$ cat src/rtl/cache_axi_bridge_pkg.sv
// Shared constants, state encodings and helpers for the cache/AXI bridge.
// Imported by the bridge top, its write controller and the bus interface.
package cache_axi_bridge_pkg;

    localparam logic [2:0] TYPE_LINE = 3'b100;
    localparam logic [2:0] TYPE_WORD = 3'b010;

    localparam int LINE_WORDS_DFLT = 4;

    localparam logic [2:0] AXI_SIZE_4B = 3'b010;
    localparam logic [1:0] AXI_BURST_INCR = 2'b01;
    localparam logic [3:0] AXI_WR_ID = 4'd1;

    typedef enum logic [1:0] {
        R_IDLE,
        R_AR,
        R_R
    } rd_state_e;

    typedef enum logic [1:0] {
        W_IDLE,
        W_DATA,
        W_B
    } wr_state_e;

    // AXI len field: full line burst or a single beat.
    function automatic logic [7:0] burst_len(
        input logic [2:0] req_type,
        input int words
    );
        return (req_type == TYPE_LINE) ? 8'(words - 1) : 8'd0;
    endfunction

endpackage

$ cat src/rtl/cache_axi_bridge_if.sv
// AXI4 master-side bus bundle for the cache bridge.
// master: the bridge; slave: the memory/interconnect side.
interface cache_axi_bridge_if;

    logic [3:0]  arid;
    logic [31:0] araddr;
    logic [7:0]  arlen;
    logic [2:0]  arsize;
    logic [1:0]  arburst;
    logic        arvalid;
    logic        arready;

    logic [3:0]  rid;
    logic [31:0] rdata;
    logic [1:0]  rresp;
    logic        rlast;
    logic        rvalid;
    logic        rready;

    logic [3:0]  awid;
    logic [31:0] awaddr;
    logic [7:0]  awlen;
    logic [2:0]  awsize;
    logic [1:0]  awburst;
    logic        awvalid;
    logic        awready;

    logic [31:0] wdata;
    logic [3:0]  wstrb;
    logic        wlast;
    logic        wvalid;
    logic        wready;

    logic        bvalid;
    logic        bready;

    modport master (
        output arid, araddr, arlen, arsize, arburst, arvalid,
        input  arready,
        input  rid, rdata, rresp, rlast, rvalid,
        output rready,
        output awid, awaddr, awlen, awsize, awburst, awvalid,
        input  awready,
        output wdata, wstrb, wlast, wvalid,
        input  wready,
        input  bvalid,
        output bready
    );

    modport slave (
        input  arid, araddr, arlen, arsize, arburst, arvalid,
        output arready,
        output rid, rdata, rresp, rlast, rvalid,
        input  rready,
        input  awid, awaddr, awlen, awsize, awburst, awvalid,
        output awready,
        input  wdata, wstrb, wlast, wvalid,
        output wready,
        output bvalid,
        input  bready
    );

endinterface

$ cat src/rtl/cache_axi_bridge_wr_ctrl.sv
// Write path: latches a line write-back or uncached store and drives AW/W/B.
// Exposes busy and the latched line address for read-after-write blocking.
module cache_axi_bridge_wr_ctrl
    import cache_axi_bridge_pkg::*;
#(
    parameter int LINE_WORDS = LINE_WORDS_DFLT
) (
    input  logic         clk,
    input  logic         reset,
    input  logic         wr_req,
    input  logic [2:0]   wr_type,
    input  logic [31:0]  wr_addr,
    input  logic [3:0]   wr_wstrb,
    input  logic [127:0] wr_data,
    output logic         wr_rdy,
    output logic         busy,
    output logic [27:0]  line_addr,
    output logic [31:0]  awaddr,
    output logic [7:0]   awlen,
    output logic         awvalid,
    input  logic         awready,
    output logic [31:0]  wdata,
    output logic [3:0]   wstrb,
    output logic         wlast,
    output logic         wvalid,
    input  logic         wready,
    input  logic         bvalid,
    output logic         bready
);

    wr_state_e      state, state_n;
    logic [31:0]    addr_q;
    logic [7:0]     len_q;
    logic [3:0]     strb_q;
    logic [127:0]   data_q;
    logic [1:0]     cnt;
    logic           aw_done;
    logic           w_done;
    logic           accept;
    logic           aw_hs;
    logic           w_hs;

    assign wr_rdy    = !reset && (state == W_IDLE);
    assign accept    = wr_req && wr_rdy;
    assign busy      = (state != W_IDLE);
    assign line_addr = addr_q[31:4];

    assign awaddr  = addr_q;
    assign awlen   = len_q;
    assign awvalid = (state == W_DATA) && !aw_done;
    assign wvalid  = (state == W_DATA) && !w_done;
    assign wdata   = data_q[{cnt, 5'd0} +: 32];
    assign wstrb   = strb_q;
    assign wlast   = wvalid && ({6'd0, cnt} == len_q);
    assign bready  = (state == W_B);

    assign aw_hs = awvalid && awready;
    assign w_hs  = wvalid && wready;

    // Write FSM state register.
    always_ff @(posedge clk) begin
        if (reset) state <= W_IDLE;
        else       state <= state_n;
    end

    // Next state: leave W_DATA once both AW and the final W beat are done.
    always_comb begin
        state_n = state;
        unique case (state)
            W_IDLE: if (accept) state_n = W_DATA;
            W_DATA: if ((aw_done || aw_hs) &&
                        (w_done || (w_hs && wlast)))
                        state_n = W_B;
            W_B:    if (bvalid) state_n = W_IDLE;
            default: state_n = W_IDLE;
        endcase
    end

    // Request latch, beat counter and per-channel completion flags.
    always_ff @(posedge clk) begin
        if (reset) begin
            addr_q  <= '0;
            len_q   <= '0;
            strb_q  <= '0;
            data_q  <= '0;
            cnt     <= '0;
            aw_done <= 1'b0;
            w_done  <= 1'b0;
        end else if (accept) begin
            addr_q  <= wr_addr;
            len_q   <= burst_len(wr_type, LINE_WORDS);
            strb_q  <= (wr_type == TYPE_LINE) ? 4'hf : wr_wstrb;
            data_q  <= wr_data;
            cnt     <= '0;
            aw_done <= 1'b0;
            w_done  <= 1'b0;
        end else if (state == W_DATA) begin
            if (aw_hs) aw_done <= 1'b1;
            if (w_hs) begin
                if (wlast) w_done <= 1'b1;
                else       cnt    <= cnt + 2'd1;
            end
        end
    end

endmodule

$ cat src/rtl/cache_axi_bridge.sv
// Bridges ICache/DCache miss and write-back requests onto one AXI4 master.
// Read FSM lives here; the write path is cache_axi_bridge_wr_ctrl.
module cache_axi_bridge
    import cache_axi_bridge_pkg::*;
#(
    parameter int LINE_WORDS = LINE_WORDS_DFLT,
    parameter int ID_INST    = 0,
    parameter int ID_DATA    = 1
) (
    input  logic         clk,
    input  logic         reset,
    input  logic         inst_rd_req,
    input  logic [2:0]   inst_rd_type,
    input  logic [31:0]  inst_rd_addr,
    output logic         inst_rd_rdy,
    output logic         inst_ret_valid,
    output logic         inst_ret_last,
    input  logic         data_rd_req,
    input  logic [2:0]   data_rd_type,
    input  logic [31:0]  data_rd_addr,
    output logic         data_rd_rdy,
    output logic         data_ret_valid,
    output logic         data_ret_last,
    output logic [31:0]  ret_data,
    input  logic         wr_req,
    input  logic [2:0]   wr_type,
    input  logic [31:0]  wr_addr,
    input  logic [3:0]   wr_wstrb,
    input  logic [127:0] wr_data,
    output logic         wr_rdy,
    cache_axi_bridge_if.master axi
);

    rd_state_e   r_state, r_state_n;
    logic [3:0]  ar_id_q;
    logic [31:0] ar_addr_q;
    logic [7:0]  ar_len_q;
    logic        wr_busy;
    logic [27:0] wr_line;
    logic        raw_block;
    logic        data_acc;
    logic        inst_acc;
    logic        beat;
    logic        unused_rresp;

    assign raw_block   = wr_busy && (data_rd_addr[31:4] == wr_line);
    assign data_rd_rdy = !reset && (r_state == R_IDLE) && !raw_block;
    assign inst_rd_rdy = !reset && (r_state == R_IDLE) && !data_rd_req;
    assign data_acc    = data_rd_req && data_rd_rdy;
    assign inst_acc    = inst_rd_req && inst_rd_rdy;

    assign axi.arid    = ar_id_q;
    assign axi.araddr  = ar_addr_q;
    assign axi.arlen   = ar_len_q;
    assign axi.arsize  = AXI_SIZE_4B;
    assign axi.arburst = AXI_BURST_INCR;
    assign axi.arvalid = (r_state == R_AR);
    assign axi.rready  = (r_state == R_R);

    assign beat           = axi.rready && axi.rvalid;
    assign inst_ret_valid = beat && (axi.rid == 4'(ID_INST));
    assign data_ret_valid = beat && (axi.rid == 4'(ID_DATA));
    assign inst_ret_last  = inst_ret_valid && axi.rlast;
    assign data_ret_last  = data_ret_valid && axi.rlast;
    assign ret_data       = axi.rdata;
    assign unused_rresp   = ^axi.rresp;

    assign axi.awid    = AXI_WR_ID;
    assign axi.awsize  = AXI_SIZE_4B;
    assign axi.awburst = AXI_BURST_INCR;

    // Read FSM state register.
    always_ff @(posedge clk) begin
        if (reset) r_state <= R_IDLE;
        else       r_state <= r_state_n;
    end

    // Read next state: accept, AR handshake, then beats until rlast.
    always_comb begin
        r_state_n = r_state;
        unique case (r_state)
            R_IDLE: if (data_acc || inst_acc) r_state_n = R_AR;
            R_AR:   if (axi.arready) r_state_n = R_R;
            R_R:    if (axi.rvalid && axi.rlast) r_state_n = R_IDLE;
            default: r_state_n = R_IDLE;
        endcase
    end

    // Latch the granted read; data has priority over inst.
    always_ff @(posedge clk) begin
        if (reset) begin
            ar_id_q   <= '0;
            ar_addr_q <= '0;
            ar_len_q  <= '0;
        end else if (data_acc) begin
            ar_id_q   <= 4'(ID_DATA);
            ar_addr_q <= data_rd_addr;
            ar_len_q  <= burst_len(data_rd_type, LINE_WORDS);
        end else if (inst_acc) begin
            ar_id_q   <= 4'(ID_INST);
            ar_addr_q <= inst_rd_addr;
            ar_len_q  <= burst_len(inst_rd_type, LINE_WORDS);
        end
    end

    cache_axi_bridge_wr_ctrl #(
        .LINE_WORDS (LINE_WORDS)
    ) u_wr_ctrl (
        .clk       (clk),
        .reset     (reset),
        .wr_req    (wr_req),
        .wr_type   (wr_type),
        .wr_addr   (wr_addr),
        .wr_wstrb  (wr_wstrb),
        .wr_data   (wr_data),
        .wr_rdy    (wr_rdy),
        .busy      (wr_busy),
        .line_addr (wr_line),
        .awaddr    (axi.awaddr),
        .awlen     (axi.awlen),
        .awvalid   (axi.awvalid),
        .awready   (axi.awready),
        .wdata     (axi.wdata),
        .wstrb     (axi.wstrb),
        .wlast     (axi.wlast),
        .wvalid    (axi.wvalid),
        .wready    (axi.wready),
        .bvalid    (axi.bvalid),
        .bready    (axi.bready)
    );

endmodule
$ cat src/flat_wrapper.sv
// flat-port wrapper written by rule: the top's interface ports become plain ports
module cache_axi_bridge_flat import cache_axi_bridge_pkg::*;
#(
    parameter int LINE_WORDS = LINE_WORDS_DFLT,
    parameter int ID_INST    = 0,
    parameter int ID_DATA    = 1
)
  (clk, reset, inst_rd_req, inst_rd_type, inst_rd_addr, inst_rd_rdy, inst_ret_valid, inst_ret_last, data_rd_req, data_rd_type, data_rd_addr, data_rd_rdy, data_ret_valid, data_ret_last, ret_data, wr_req, wr_type, wr_addr, wr_wstrb, wr_data, wr_rdy, axi_arid, axi_araddr, axi_arlen, axi_arsize, axi_arburst, axi_arvalid, axi_arready, axi_rid, axi_rdata, axi_rresp, axi_rlast, axi_rvalid, axi_rready, axi_awid, axi_awaddr, axi_awlen, axi_awsize, axi_awburst, axi_awvalid, axi_awready, axi_wdata, axi_wstrb, axi_wlast, axi_wvalid, axi_wready, axi_bvalid, axi_bready);
  cache_axi_bridge_if axi_i ();
  input  logic clk;
  input  logic reset;
  input  logic inst_rd_req;
  input  logic [2:0] inst_rd_type;
  input  logic [31:0] inst_rd_addr;
  output logic inst_rd_rdy;
  output logic inst_ret_valid;
  output logic inst_ret_last;
  input  logic data_rd_req;
  input  logic [2:0] data_rd_type;
  input  logic [31:0] data_rd_addr;
  output logic data_rd_rdy;
  output logic data_ret_valid;
  output logic data_ret_last;
  output logic [31:0] ret_data;
  input  logic wr_req;
  input  logic [2:0] wr_type;
  input  logic [31:0] wr_addr;
  input  logic [3:0] wr_wstrb;
  input  logic [127:0] wr_data;
  output logic wr_rdy;
  output wire logic [$bits(axi_i.arid)-1:0] axi_arid;
  output wire logic [$bits(axi_i.araddr)-1:0] axi_araddr;
  output wire logic [$bits(axi_i.arlen)-1:0] axi_arlen;
  output wire logic [$bits(axi_i.arsize)-1:0] axi_arsize;
  output wire logic [$bits(axi_i.arburst)-1:0] axi_arburst;
  output wire logic [$bits(axi_i.arvalid)-1:0] axi_arvalid;
  input wire logic [$bits(axi_i.arready)-1:0] axi_arready;
  input wire logic [$bits(axi_i.rid)-1:0] axi_rid;
  input wire logic [$bits(axi_i.rdata)-1:0] axi_rdata;
  input wire logic [$bits(axi_i.rresp)-1:0] axi_rresp;
  input wire logic [$bits(axi_i.rlast)-1:0] axi_rlast;
  input wire logic [$bits(axi_i.rvalid)-1:0] axi_rvalid;
  output wire logic [$bits(axi_i.rready)-1:0] axi_rready;
  output wire logic [$bits(axi_i.awid)-1:0] axi_awid;
  output wire logic [$bits(axi_i.awaddr)-1:0] axi_awaddr;
  output wire logic [$bits(axi_i.awlen)-1:0] axi_awlen;
  output wire logic [$bits(axi_i.awsize)-1:0] axi_awsize;
  output wire logic [$bits(axi_i.awburst)-1:0] axi_awburst;
  output wire logic [$bits(axi_i.awvalid)-1:0] axi_awvalid;
  input wire logic [$bits(axi_i.awready)-1:0] axi_awready;
  output wire logic [$bits(axi_i.wdata)-1:0] axi_wdata;
  output wire logic [$bits(axi_i.wstrb)-1:0] axi_wstrb;
  output wire logic [$bits(axi_i.wlast)-1:0] axi_wlast;
  output wire logic [$bits(axi_i.wvalid)-1:0] axi_wvalid;
  input wire logic [$bits(axi_i.wready)-1:0] axi_wready;
  input wire logic [$bits(axi_i.bvalid)-1:0] axi_bvalid;
  output wire logic [$bits(axi_i.bready)-1:0] axi_bready;
  assign axi_arid = axi_i.arid;
  assign axi_araddr = axi_i.araddr;
  assign axi_arlen = axi_i.arlen;
  assign axi_arsize = axi_i.arsize;
  assign axi_arburst = axi_i.arburst;
  assign axi_arvalid = axi_i.arvalid;
  assign axi_i.arready = axi_arready;
  assign axi_i.rid = axi_rid;
  assign axi_i.rdata = axi_rdata;
  assign axi_i.rresp = axi_rresp;
  assign axi_i.rlast = axi_rlast;
  assign axi_i.rvalid = axi_rvalid;
  assign axi_rready = axi_i.rready;
  assign axi_awid = axi_i.awid;
  assign axi_awaddr = axi_i.awaddr;
  assign axi_awlen = axi_i.awlen;
  assign axi_awsize = axi_i.awsize;
  assign axi_awburst = axi_i.awburst;
  assign axi_awvalid = axi_i.awvalid;
  assign axi_i.awready = axi_awready;
  assign axi_wdata = axi_i.wdata;
  assign axi_wstrb = axi_i.wstrb;
  assign axi_wlast = axi_i.wlast;
  assign axi_wvalid = axi_i.wvalid;
  assign axi_i.wready = axi_wready;
  assign axi_i.bvalid = axi_bvalid;
  assign axi_bready = axi_i.bready;
  cache_axi_bridge #(.LINE_WORDS(LINE_WORDS), .ID_INST(ID_INST), .ID_DATA(ID_DATA)) u_core (.clk(clk), .reset(reset), .inst_rd_req(inst_rd_req), .inst_rd_type(inst_rd_type), .inst_rd_addr(inst_rd_addr), .inst_rd_rdy(inst_rd_rdy), .inst_ret_valid(inst_ret_valid), .inst_ret_last(inst_ret_last), .data_rd_req(data_rd_req), .data_rd_type(data_rd_type), .data_rd_addr(data_rd_addr), .data_rd_rdy(data_rd_rdy), .data_ret_valid(data_ret_valid), .data_ret_last(data_ret_last), .ret_data(ret_data), .wr_req(wr_req), .wr_type(wr_type), .wr_addr(wr_addr), .wr_wstrb(wr_wstrb), .wr_data(wr_data), .wr_rdy(wr_rdy), .axi(axi_i));
endmodule
$ cat config.mk
export PLATFORM = sky130hd
export DESIGN_NAME = cache_axi_bridge_flat
export DESIGN_NICKNAME = d
export VERILOG_FILES = /design/src/rtl/cache_axi_bridge_pkg.sv /design/src/rtl/cache_axi_bridge_if.sv /design/src/rtl/cache_axi_bridge_wr_ctrl.sv /design/src/rtl/cache_axi_bridge.sv /design/src/flat_wrapper.sv
export SDC_FILE = /design/constraint.sdc
export NUM_CORES = 1
export LEC_CHECK = 0
export CAP_MARGIN = 20
export CELL_PAD_IN_SITES_DETAIL_PLACEMENT = 1
export CELL_PAD_IN_SITES_GLOBAL_PLACEMENT = 1
export CORE_ASPECT_RATIO = 0.8
export CORE_UTILIZATION = 28
export CTS_CLUSTER_DIAMETER = 50
export CTS_CLUSTER_SIZE = 20
export DETAILED_ROUTE_END_ITERATION = 10
export GPL_ROUTABILITY_DRIVEN = 0
export PLACE_DENSITY_LB_ADDON = 0.1
export SYNTH_ARGS = -nofsm -noshare
export SYNTH_HDL_FRONTEND = slang
export SYNTH_SLANG_ARGS = --single-unit
$ cat constraint.sdc
create_clock -name clk -period 3.8 [get_ports clk]
set_clock_uncertainty 0.05 [all_clocks]
set_input_delay 0.38 -clock clk [delete_from_list [all_inputs] [get_ports clk]]
set_output_delay 0.38 -clock clk [all_outputs]
set_load 0.005 [all_outputs]
==> impl_metrics.csv <==
group,metric,value,unit
timing,fin_crit_sh,81.24,%
place,port_buffers,369,
floorplanning,fp.dieH,164.7,um
timing,drv_slew,0,
worst_hold_path,hp-class,"in -> reg",
clocking,postCtsSetupBuffers,0,
pwr,cellLeakagePower,0.005082,uW
pwr,peakVddDrop,0.0003183,V
setup_path,arrival,2.66,ns
floorplanning,rows,59,
synthesis,synth_compound_area_share,11.90,%
synthesis,synthCells,1106,
timing,fmax,0.3239,GHz
floorplanning,start_util,28.46,%
synthesis,ys_seq_area_share,44.72,%
global_route,antenna_found_initial,5,
synthesis,synthSimpleGateAreaFrac,19.51,%
drt,antenna_left,0,
synthesis,synthXorXnorAreaFrac,2.741,%
setup_path,cp_data_required_time,3.37,ns
timing,finalHoldViolations,0,
drt,vias,8443,
final_layout,drive_gt1_share,9.748,%
clocking,clk-insertion-delay-late,0.55,ns
floorplanning,pin_count,465,
timing,setup_viol,0,
synthesis,synth_adder_area_share,0,%
final_layout,seq_area,4146,um2
timing,tightest_slew,0.6952,ns
clocking,cts_resized,0,
global_route,grt_pass1_wl,49.18,mm
synthesis,synthFlopType,"dfxtp_1",
drt,firstDrtPassIters,4,
global_route,grt_pass1_vias,8517,
setup_path,cp-end-kind,"output port",
timing,fin_tns_setup,0,ns
synthesis,synth-seq-cells,207,
final_layout,fin_cells,1856,
drt,viasPerCell,4.549,
global_route,grtUsageTotal,18.81,%
synthesis,synth_top_cell_area_share,44.72,%
job,maxCapViolCount,0,
global_route,grt-ovfl-total,0,
floorplanning,die_width,205.4,um
clocking,path_clk_slew,0.06,ns
timing,min_period,3.087,ns
drt,drt_iter0_drc,415,
clocking,cts.sink_count,207,
clocking,cts_inserted_buffers,28,
clocking,cts_buffer_depth,3,
setup_path,cp-start-kind,"flip-flop",
synthesis,synth_area,9266,um2
synthesis,avgSynthCellArea,8.378,um2
setup_path,critPathMaxFanout,3,
place,dp_cells,1801,
setup_path,crit_type,"reg -> out",
final_layout,multi_input_area,4377,um2
drt,drt_wl_total,32.63,mm
floorplanning,design.core.area,32560,um2
timing,rsz0062_at_grt,"false",
clocking,cts_tree,"done",
status,status,"finished clean",
final_layout,fill_cells,3790,
drt,drc,0,
synthesis,synth_edf_count,0,
final_layout,area_delta_synth_final,49.69,%
synthesis,yosysTopAreaCell,"dfxtp_1",
final_layout,design_area,13870,um2
synthesis,muxShareOfSynthArea,11.79,%
timing,slew_headroom,53.65,%
global_route,grt_max_degree,124,
clocking,hold_buffers,0,
clocking,root_buffer,"clkbuf_16",
floorplanning,die_area,33830,um2
synthesis,ys_types,38,
clocking,h-tree-depth,1,
synthesis,synth_top_family_by_area,"simple AND/OR/NAND/NOR gates",
place,post-dp-hpwl,23.31,mm
place,place_area,12920,um2
synthesis,postSynth.asyncResetShare,0,%
final_layout,nets,1690,
drt,wl_per_cell,17.58,um
synthesis,synth_area_leaders,"dfxtp_1 (45%), nand2_1 (15%), o21ai_0 (8.7%)",
pwr,power_density,442.7,nW/um2
synthesis,synth_warnings,0,
[routing by layer]
layer	up-vias	track usage (%)	part of all wire, %
met4	2	4.512	2.2
met2	223	30.13	45
met1	3955	24.91	46
met5	-	0	0.040
li1	4212	-	-
met3	51	5.308	7.1
[final timing paths]
check	startpoint	to	slack, ns	depth (start not counted)
hold reg to reg	u_core.u_wr_ctrl.data_q[92]	u_core.u_wr_ctrl.data_q[92]	0.40	2
setup / recovery	u_core.u_wr_ctrl.awaddr[6]	data_rd_rdy	0.71	5
setup reg to reg	u_core.u_wr_ctrl.awaddr[6]	u_core.axi.araddr[9]	1.18	6
hold / removal	reset	u_core.r_state[1]	0.18	2
[cell usage after synthesis (2+ instances only)]
library cell / instances
nand2_1: 360
nor2_1: 18
and3_1: 2
mux2_2: 31
buf_6: 3
xor2_1: 16
conb_1: 2
buf_4: 73
a21oi_1: 42
nor3_1: 7
nand4_1: 5
nor2b_1: 6
and2_1: 2
mux2_1: 2
mux4_2: 32
nor4_1: 3
clkbuf_1: 53
xnor2_1: 13
nand3_1: 34
a31oi_1: 3
nand2b_1: 2
o21ai_0: 162
buf_2: 14
dfxtp_1: 207
[cells in the final DEF (no fill, tap or decap), types with 6 or more instances in the layout]
cell	Yosys	routed
a21oi_1	42	42
buf_4	73	12
clkbuf_16	0	29
clkdlybuf4s50_1	0	368
conb_1	2	29
dfxtp_1	207	205
inv_6	0	7
mux2_2	31	31
mux4_2	32	32
nand2_1	360	360
nand3_1	34	34
nor2_1	18	18
nor2b_1	6	6
nor3_1	7	7
o21ai_0	162	162
xnor2_1	13	13
xor2_1	16	16
[metrics by stage]
step	total power (uW)	setup WS (ns)	util, %	hold WS (ns)
2_1_floorplan	2964	1.664	-	0.3828
3_3_place_gp	3531	0.7487	39.70	0.3925
3_5_place_dp	3551	0.7037	39.70	0.3985
4_1_cts	6249	0.6778	42.58	0.1579
5_1_grt	6464	0.6231	42.59	0.1703
6_report	6140	0.7127	42.61	0.1821
[power breakdown]
group	internal (uW)	total [uW]	switching, uW	leakage (uW)
Clock	1530	2650	1110	0.000450
Sequential	2370	2480	117	0.00171
Combinational	601	1010	407	0.00292
Total	4500	6140	1640	0.00508
[sequential cells by signal, summed over array words and instances (netlist names)]
name / cells
u_core.u_wr_ctrl.data_q: 128
u_core.axi.araddr: 32
u_core.u_wr_ctrl.awaddr: 32
u_core.u_wr_ctrl.wstrb: 4
u_core.r_state: 2
u_core.u_wr_ctrl.cnt: 2
u_core.u_wr_ctrl.state: 2
u_core.axi.arid: 1
u_core.axi.arlen: 1
u_core.u_wr_ctrl.aw_done: 1
u_core.u_wr_ctrl.awlen: 1
u_core.u_wr_ctrl.w_done: 1
[final cells by class]
type / count / area share [%]
well taps: 427 / 3.852
clock inverters: 19 / 1.281
flip-flops and latches: 207 / 29.89
inverters: 1 / 0.06314
repair buffers: 385 / 27.82
diodes: 3 / 0.05412
clock buffers: 33 / 5.484
multi-input cells: 781 / 31.55
[worst max-delay path, stage by stage, from the launching register on]
cell             delay (ns)
dfxtp_1                0.34
xnor2_1                0.38
nand4_1                0.15
or4_4                  0.59
o21a_1                 0.20
clkdlybuf4s50_1        0.46
[logic make-up after synthesis]
logic type	count (synthesis)
XOR/XNOR	29
flip-flops	207
AO/OA/AOI/OAI	213
AND/OR/NAND/NOR	445
buffers and inverters	145
other	2
multiplexers	65
Note: power is estimated with default switching activity, not from simulation.
